**src/rtl/spi_pkg.sv**
```systemverilog
// spi_pkg: shared types for the SPI target register block.
//   state_e    - frame decoder states
//   CMD_WR_BIT - command byte bit selecting write (1) / read (0)
//   byte_t     - 8-bit data type
package spi_pkg;

  typedef enum logic [1:0] {IDLE, CMD, WR_DATA, RD_DATA} state_e;

  localparam int CMD_WR_BIT = 7;

  typedef logic [7:0] byte_t;

endpackage

```
**src/rtl/spi_target_regs_if.sv**
```systemverilog
// spi_target_regs_if: SPI pin bundle between a master and the target.
//   sclk, cs_n, mosi : master -> target
//   miso, miso_oe    : target -> master (miso_oe enables the pad driver)
interface spi_target_regs_if;
  logic sclk;
  logic cs_n;
  logic mosi;
  logic miso;
  logic miso_oe;

  modport master (output sclk, cs_n, mosi, input miso, miso_oe);
  modport slave  (input sclk, cs_n, mosi, output miso, miso_oe);
endinterface

```
**src/rtl/spi_in_sync.sv**
```systemverilog
// spi_in_sync: multi-flop synchronizer for one asynchronous SPI pin plus
// rise/fall detection on the synchronized level.
//   clk, rst_n : system clock, async active-low reset
//   i_d        : raw pin
//   o_lvl      : synchronized level
//   o_rise     : one-clk pulse on a 0->1 transition of o_lvl
//   o_fall     : one-clk pulse on a 1->0 transition of o_lvl
module spi_in_sync #(
  parameter int   STAGES  = 2,
  parameter logic RST_VAL = 1'b0   // idle level of the pin, so reset release creates no edge
) (
  input  logic clk,
  input  logic rst_n,
  input  logic i_d,
  output logic o_lvl,
  output logic o_rise,
  output logic o_fall
);

  logic [STAGES-1:0] r_sync;
  logic              r_prev;

  always_ff @(posedge clk or negedge rst_n) begin
    if (!rst_n) begin
      r_sync <= {STAGES{RST_VAL}};
      r_prev <= RST_VAL;
    end else begin
      r_sync <= {r_sync[STAGES-2:0], i_d};
      r_prev <= r_sync[STAGES-1];
    end
  end

  assign o_lvl  = r_sync[STAGES-1];
  assign o_rise =  r_sync[STAGES-1] & ~r_prev;
  assign o_fall = ~r_sync[STAGES-1] &  r_prev;

endmodule

```
**src/rtl/spi_target_regs.sv**
```systemverilog
// spi_target_regs: SPI mode-0 target holding DEPTH 8-bit registers.
// Frame = command byte {rw, addr[6:0]} followed by data bytes; the address
// auto-increments per data byte (wrapping at DEPTH-1, out-of-range sticks).
//   clk, reset  : system clock, async active-low reset
//   spi         : SPI pins (slave modport)
//   wr_pulse    : one-clk pulse per register write
//   wr_addr/data: offset/data of the last write
//   frame_err   : one-clk pulse on aborted byte or out-of-range write
//   host_addr   : debug read address
//   host_data   : regs[host_addr], 0 when out of range
module spi_target_regs
  import spi_pkg::*;
#(
  parameter int    DEPTH       = 16,
  parameter byte_t RESET_VAL   = 8'h00,
  parameter int    SYNC_STAGES = 2
) (
  input  logic             clk,
  input  logic             reset,
  spi_target_regs_if.slave spi,
  output logic             wr_pulse,
  output logic [6:0]       wr_addr,
  output byte_t            wr_data,
  output logic             frame_err,
  input  logic [6:0]       host_addr,
  output byte_t            host_data
);

  localparam int         AW     = (DEPTH > 1) ? $clog2(DEPTH) : 1;
  localparam logic [7:0] DEPTH_B = 8'(DEPTH);
  localparam logic [7:0] LAST_B  = 8'(DEPTH - 1);

  // ---- input conditioning: [0]=sclk [1]=cs_n [2]=mosi ----
  logic [2:0] w_raw, w_lvl, w_rise, w_fall;
  logic       w_unused;

  assign w_raw = {spi.mosi, spi.cs_n, spi.sclk};

  for (genvar g = 0; g < 3; g++) begin : g_sync
    spi_in_sync #(.STAGES(SYNC_STAGES), .RST_VAL(g == 1)) u_sync (
      .clk   (clk),
      .rst_n (reset),
      .i_d   (w_raw[g]),
      .o_lvl (w_lvl[g]),
      .o_rise(w_rise[g]),
      .o_fall(w_fall[g])
    );
  end

  assign w_unused = &{1'b0, w_lvl[0], w_rise[2], w_fall[2]};

  // ---- state ----
  state_e                  r_state, w_state;
  logic [2:0]              r_bit_cnt, w_bit_cnt;
  logic [6:0]              r_rx, w_rx;        // bits 7..1 of the byte in flight
  byte_t                   r_tx, w_tx;        // bits still to be driven
  logic [3:0]              r_tx_cnt, w_tx_cnt;
  logic                    r_miso, w_miso;
  logic [6:0]              r_addr, w_addr;
  logic                    w_wr_pulse, w_frame_err, w_we;
  logic [6:0]              w_wr_addr;
  byte_t                   w_wr_data, w_byte, w_rd;
  logic [DEPTH-1:0][7:0]   r_regs;

  function automatic logic f_inrange(input logic [6:0] a);
    return {1'b0, a} < DEPTH_B;
  endfunction

  // Out-of-range addresses hold so they never wrap back into the file.
  function automatic logic [6:0] f_next(input logic [6:0] a);
    if ({1'b0, a} == LAST_B)  return 7'd0;
    else if (f_inrange(a))    return a + 7'd1;
    else                      return a;
  endfunction

  function automatic byte_t f_rd(input logic [6:0] a);
    return f_inrange(a) ? r_regs[a[AW-1:0]] : 8'h00;
  endfunction

  always_comb begin
    w_state     = r_state;
    w_bit_cnt   = r_bit_cnt;
    w_rx        = r_rx;
    w_tx        = r_tx;
    w_tx_cnt    = r_tx_cnt;
    w_miso      = r_miso;
    w_addr      = r_addr;
    w_wr_pulse  = 1'b0;
    w_wr_addr   = wr_addr;
    w_wr_data   = wr_data;
    w_frame_err = 1'b0;
    w_we        = 1'b0;
    w_rd        = 8'h00;
    w_byte      = {r_rx, w_lvl[2]};

    case (r_state)
      IDLE: begin
        if (w_fall[1]) begin
          w_state   = CMD;
          w_bit_cnt = 3'd0;
          w_rx      = 7'd0;
          w_tx      = 8'h00;
          w_tx_cnt  = 4'd0;
          w_miso    = 1'b0;
        end
      end
      CMD, WR_DATA: begin
        if (w_rise[0]) begin
          w_rx      = w_byte[6:0];
          w_bit_cnt = r_bit_cnt + 3'd1;
          if (r_bit_cnt == 3'd7) begin
            if (r_state == CMD) begin
              w_addr = w_byte[6:0];
              if (w_byte[CMD_WR_BIT]) begin
                w_state = WR_DATA;
              end else begin
                w_state  = RD_DATA;
                w_tx     = f_rd(w_byte[6:0]);
                w_tx_cnt = 4'd0;
              end
            end else begin
              if (f_inrange(r_addr)) begin
                w_we       = 1'b1;
                w_wr_pulse = 1'b1;
                w_wr_addr  = r_addr;
                w_wr_data  = w_byte;
              end else begin
                w_frame_err = 1'b1;
              end
              w_addr = f_next(r_addr);
            end
          end
        end
      end
      RD_DATA: begin
        // Each fall drives one bit; the fall after bit 0 fetches the next
        // byte and drives its MSB immediately.
        if (w_fall[0]) begin
          if (r_tx_cnt == 4'd8) begin
            w_addr   = f_next(r_addr);
            w_rd     = f_rd(w_addr);
            w_miso   = w_rd[7];
            w_tx     = {w_rd[6:0], 1'b0};
            w_tx_cnt = 4'd1;
          end else begin
            w_miso   = r_tx[7];
            w_tx     = {r_tx[6:0], 1'b0};
            w_tx_cnt = r_tx_cnt + 4'd1;
          end
        end
      end
      default: ;
    endcase

    // Frame end is evaluated after any same-cycle sclk rise, so a byte
    // completing together with cs_n rising is not an error.
    if (r_state != IDLE && w_rise[1]) begin
      w_state = IDLE;
      w_miso  = 1'b0;
      w_tx    = 8'h00;
      if ((r_state == CMD || r_state == WR_DATA) && w_bit_cnt != 3'd0)
        w_frame_err = 1'b1;
    end
  end

  always_ff @(posedge clk or negedge reset) begin
    if (!reset) r_state <= IDLE;
    else        r_state <= w_state;
  end

  always_ff @(posedge clk or negedge reset) begin
    if (!reset) begin
      r_bit_cnt <= 3'd0;
      r_rx      <= 7'd0;
      r_tx      <= 8'h00;
      r_tx_cnt  <= 4'd0;
      r_miso    <= 1'b0;
      r_addr    <= 7'd0;
      wr_pulse  <= 1'b0;
      wr_addr   <= 7'd0;
      wr_data   <= 8'h00;
      frame_err <= 1'b0;
      r_regs    <= {DEPTH{RESET_VAL}};
    end else begin
      r_bit_cnt <= w_bit_cnt;
      r_rx      <= w_rx;
      r_tx      <= w_tx;
      r_tx_cnt  <= w_tx_cnt;
      r_miso    <= w_miso;
      r_addr    <= w_addr;
      wr_pulse  <= w_wr_pulse;
      wr_addr   <= w_wr_addr;
      wr_data   <= w_wr_data;
      frame_err <= w_frame_err;
      if (w_we) r_regs[r_addr[AW-1:0]] <= w_byte;
    end
  end

  assign spi.miso    = r_miso & ~w_lvl[1];
  assign spi.miso_oe = ~w_lvl[1];
  assign host_data   = f_rd(host_addr);

endmodule

```
**src/flat_wrapper.sv**
```systemverilog
// flat-port wrapper written by rule: the top's interface ports become plain ports
module spi_target_regs_flat import spi_pkg::*;
#(
  parameter int    DEPTH       = 16,
  parameter byte_t RESET_VAL   = 8'h00,
  parameter int    SYNC_STAGES = 2
)
  (clk, reset, wr_pulse, wr_addr, wr_data, frame_err, host_addr, host_data, spi_sclk, spi_cs_n, spi_mosi, spi_miso, spi_miso_oe);
  spi_target_regs_if spi_i ();
  input  logic clk;
  input  logic reset;
  output logic wr_pulse;
  output logic [6:0] wr_addr;
  output byte_t wr_data;
  output logic frame_err;
  input  logic [6:0] host_addr;
  output byte_t host_data;
  input wire logic [$bits(spi_i.sclk)-1:0] spi_sclk;
  input wire logic [$bits(spi_i.cs_n)-1:0] spi_cs_n;
  input wire logic [$bits(spi_i.mosi)-1:0] spi_mosi;
  output wire logic [$bits(spi_i.miso)-1:0] spi_miso;
  output wire logic [$bits(spi_i.miso_oe)-1:0] spi_miso_oe;
  assign spi_i.sclk = spi_sclk;
  assign spi_i.cs_n = spi_cs_n;
  assign spi_i.mosi = spi_mosi;
  assign spi_miso = spi_i.miso;
  assign spi_miso_oe = spi_i.miso_oe;
  spi_target_regs #(.DEPTH(DEPTH), .RESET_VAL(RESET_VAL), .SYNC_STAGES(SYNC_STAGES)) u_core (.clk(clk), .reset(reset), .spi(spi_i), .wr_pulse(wr_pulse), .wr_addr(wr_addr), .wr_data(wr_data), .frame_err(frame_err), .host_addr(host_addr), .host_data(host_data));
endmodule
```
**config.mk**
```make
export PLATFORM = sky130hd
export DESIGN_NAME = spi_target_regs_flat
export DESIGN_NICKNAME = d
export VERILOG_FILES = /design/src/rtl/spi_pkg.sv /design/src/rtl/spi_target_regs_if.sv /design/src/rtl/spi_in_sync.sv /design/src/rtl/spi_target_regs.sv /design/src/flat_wrapper.sv
export SDC_FILE = /design/constraint.sdc
export NUM_CORES = 1
export LEC_CHECK = 0
export CORE_MARGIN = 5
export CORE_UTILIZATION = 62
export DETAILED_ROUTE_END_ITERATION = 8
export PLACE_DENSITY = 0.82
export SYNTH_ARGS = -nofsm -noshare
export SYNTH_HDL_FRONTEND = slang
export SYNTH_SLANG_ARGS = --single-unit
```
**constraint.sdc**
```tcl
create_clock -name clk -period 3.7 [get_ports clk]
set_input_delay 0.74 -clock clk [delete_from_list [all_inputs] [get_ports clk]]
set_output_delay 0.74 -clock clk [all_outputs]
set_load 0.03 [all_outputs]
```
==> impl_metrics.yaml <==
outcome:
  status: "finished, final reports clean"
grt:
  grt_pass1_wl_um: 50300
  grt_usage_pct: 32.1
  grt_max_degree: 103
  use_met2_pct: 46.6
  grt_pass1_vias: 8585
  grt.busiest_layer: "met2"
  overflow: 0
  grt_util_met1_pct: 45.8
  grt.met3_usage_pct: 9.62
  antenna_found_initial: 0
power:
  pwr-share-seq_pct: 32.7
  powerDensity_mw_per_mm2: 543
  intPower_mw: 4.01
  power_mw: 6.72
  netSwitchingFraction_pct: 40.3
  p_comb_share_pct: 39.7
  pwr-share-clk_pct: 27.6
  switchingPower_mw: 2.71
  vdd_ir_drop_max_mv: 0.622
  leakage_nw: 5.75
run:
  cap_violations: 0
placed_design:
  portBuffers: 38
  dpl-instance-area_mm2: 0.0118
  hpwl_um: 22200
  gp_congestion: 0.956
floorplan:
  initial_core_util_pct: 62.4
  die_area_mm2: 0.0207
  row_count: 49
  io_pins: 39
  die_x_um: 144
  coreArea_mm2: 0.0178
  die_y_um: 144
timing:
  tightest_slew_ns: 0.821
  rsz0062_at_grt: "no"
  hold_viol: 0
  period_share_pct: 95.5
  fin_skew_ns: 0.00849
  setup_viol: 0
  slew_headroom_pct: 45.2
  drv_slew: 0
  fin_crit_ns: 3.53
  timing.fmax_mhz: 283
synthesis:
  yosys_warnings: 0
  yosysSeqAreaShare_pct: 41.6
  synth_flop_cell: "dfrtp_1"
  avgSynthCellArea_um2: 12.0
  yosys_register_bits: 185
  syn_nets: 954
  async_flop_share_pct: 100
  synth.distinct_cells: 70
  netlist_instances: 929
  synth-edff-count: 0
  syn-cell-area_mm2: 0.0111
worst_setup_path:
  crit_arrival_ns: 2.79
  worst-path-max-fanout: 24
  startpoint_type: "input port"
  end_kind: "primary output"
  worstPathRequired_ns: 2.96
  critPathKind: "input port to primary output"
route:
  drc_errors: 0
  wl_per_cell_um: 26.8
  drtIter0Drc: 1251
  ant_nets: 0
  dr.pass1.iters: 7
  routed_via_density: 7.24
  vias: 8610
  routed_wirelength_um: 31900
clock_tree:
  clockBufferDepth: 2
  root_buffer: "clkbuf_16"
  clk-insertion-delay-late_ns: 0.44
  clk_pin_slew_ns: 0.08
  cts_buffers: 17
  numClockSinks: 185
  cts_tree: "yes"
  postCtsHoldBufs: 0
  cts_setup_buffers: 0
  htree_levels: 4
hold_path:
  hp-class: "register to register"
cells_and_area:
  final_cell_mix: "dfrtp_1 (181), mux2_2 (138), mux2i_1 (64)"
  drive_above_1_share_pct: 31.3
  syn2layout_area_growth_pct: 11.2
  final_common_cell: "dfrtp_1"
  design_area_mm2: 0.0124
  fillerInstances: 1241
  fin_nets: 972
-- final timing paths --
check / end / slack, ns / startpoint / depth (start not counted)
min: u_core.g_sync[2].u_sync.r_sync[1]$_DFF_PN0_ / 0.35 / u_core.g_sync[2].u_sync.r_sync[0]$_DFF_PN0_ / 0
min reg2reg: u_core.g_sync[2].u_sync.r_sync[1]$_DFF_PN0_ / 0.35 / u_core.g_sync[2].u_sync.r_sync[0]$_DFF_PN0_ / 0
max: host_data[3] / 0.17 / host_addr[1] / 6
max reg2reg: u_core.r_tx[4]$_DFFE_PN0P_ / 0.56 / u_core.r_addr[0]$_DFFE_PN0P_ / 9
min in group asynchronous: u_core.g_sync[0].u_sync.r_sync[0]$_DFF_PN0_ / 0.40 / reset / 1
max in group asynchronous: u_core.r_regs[35]$_DFFE_PN0P_ / 2.43 / reset / 2
-- through the flow --
step / setup TNS, ns / setup WS, ns / hold slack, ns / instances / util (%)
after CTS: 0 / 0.172 / 0.353 / 1189 / 69.4
after global placement: -0.0714 / -0.0338 / 0.335 / 1157 / 66.0
after global routing: 0 / 0.122 / 0.368 / 1189 / 69.4
final: 0 / 0.166 / 0.351 / 1190 / 69.4
after floorplan: 0 / 0.220 / 0.331 / 929 / -
after detailed placement: -0.185 / -0.0716 / 0.336 / 1157 / 66.0
-- power by group through the flow --
stage	registers, mW	clock network (mW)	logic, mW
after global placement	2.23	0	2.54
after detailed placement	2.23	0	2.59
final	2.20	1.85	2.67
after global routing	2.21	1.95	2.86
after CTS	2.19	1.87	2.60
after floorplan	2.17	0	1.89
-- routing by layer --
layer,vias to the layer above,wire length (µm)
met5,-,0
met3,122,3910
met1,4231,12600
met2,633,14100
li1,3624,-
met4,0,1300
-- area by class of cell --
class	count	area (µm²)	area share [%]
tap	229	287	2.31
inverter	13	48.8	0.394
sequential	185	4640	37.4
clock buffer	17	425	3.44
timing repair buffer	82	746	6.02
antenna	1	2.50	0.0202
clock inverter	15	179	1.45
multi-input combinational	648	6060	48.9
-- state kept, by name (all words and copies together) (netlist names), 2 cells and up --
| name | flops |
|---|---|
| u_core.r_rx | 7 |
| u_core.r_tx | 8 |
| u_core.r_state | 2 |
| u_core.wr_data | 8 |
| u_core.r_addr | 7 |
| u_core.g_sync.u_sync.r_sync | 6 |
| u_core.wr_addr | 7 |
| u_core.r_tx_cnt | 4 |
| u_core.r_bit_cnt | 3 |
| u_core.g_sync.u_sync.r_prev | 2 |
| u_core.r_regs | 128 |
-- critical path, stage by stage --
cell,delay [ns]
clkdlybuf4s50_1,0.50
buf_12,0.19
mux4_2,0.32
mux4_2,0.50
nor2b_1,0.16
dlygate4sd2_1,0.38
-- cells by family after synthesis --
logic type,Yosys count,synth area share [%]
AOI/OAI and AO/OA,192,12.4
adders and majority gates,13,1.46
and+or+nand+nor,180,9.29
DFF,185,41.6
buffers and inverters,96,4.04
muxes,261,30.8
xor gates and xnor gates,2,0.393
-- cell usage after synthesis, types with 10 or more instances --
master     count  area [µm²]
a21oi_1       50         250
o31ai_1       10        75.1
nor3_1        38         190
a22oi_1       22         165
a211oi_1      14         105
inv_1         12        45.0
mux2_2       138        1550
nor2b_1       20         125
buf_2         15        75.1
and3_1        15        93.8
a2111oi_0     12         105
nand2_1       26        97.6
dfrtp_1      182        4550
mux4_2        51        1150
a22o_1        13         114
nor4_1        13        81.3
o21ai_0       18        90.1
buf_1         11        41.3
nor2_1        14        52.6
clkbuf_1      44         165
and2_1        12        75.1
mux2i_1       64         641
ha_1          13         163
-- repair_timing --
item | CTS | global route
hold endpoints to repair | 0 | 0
gates resized for setup | 5 | 0
setup endpoints to repair | 5 | 0
Power figures use the tool's default switching activity.
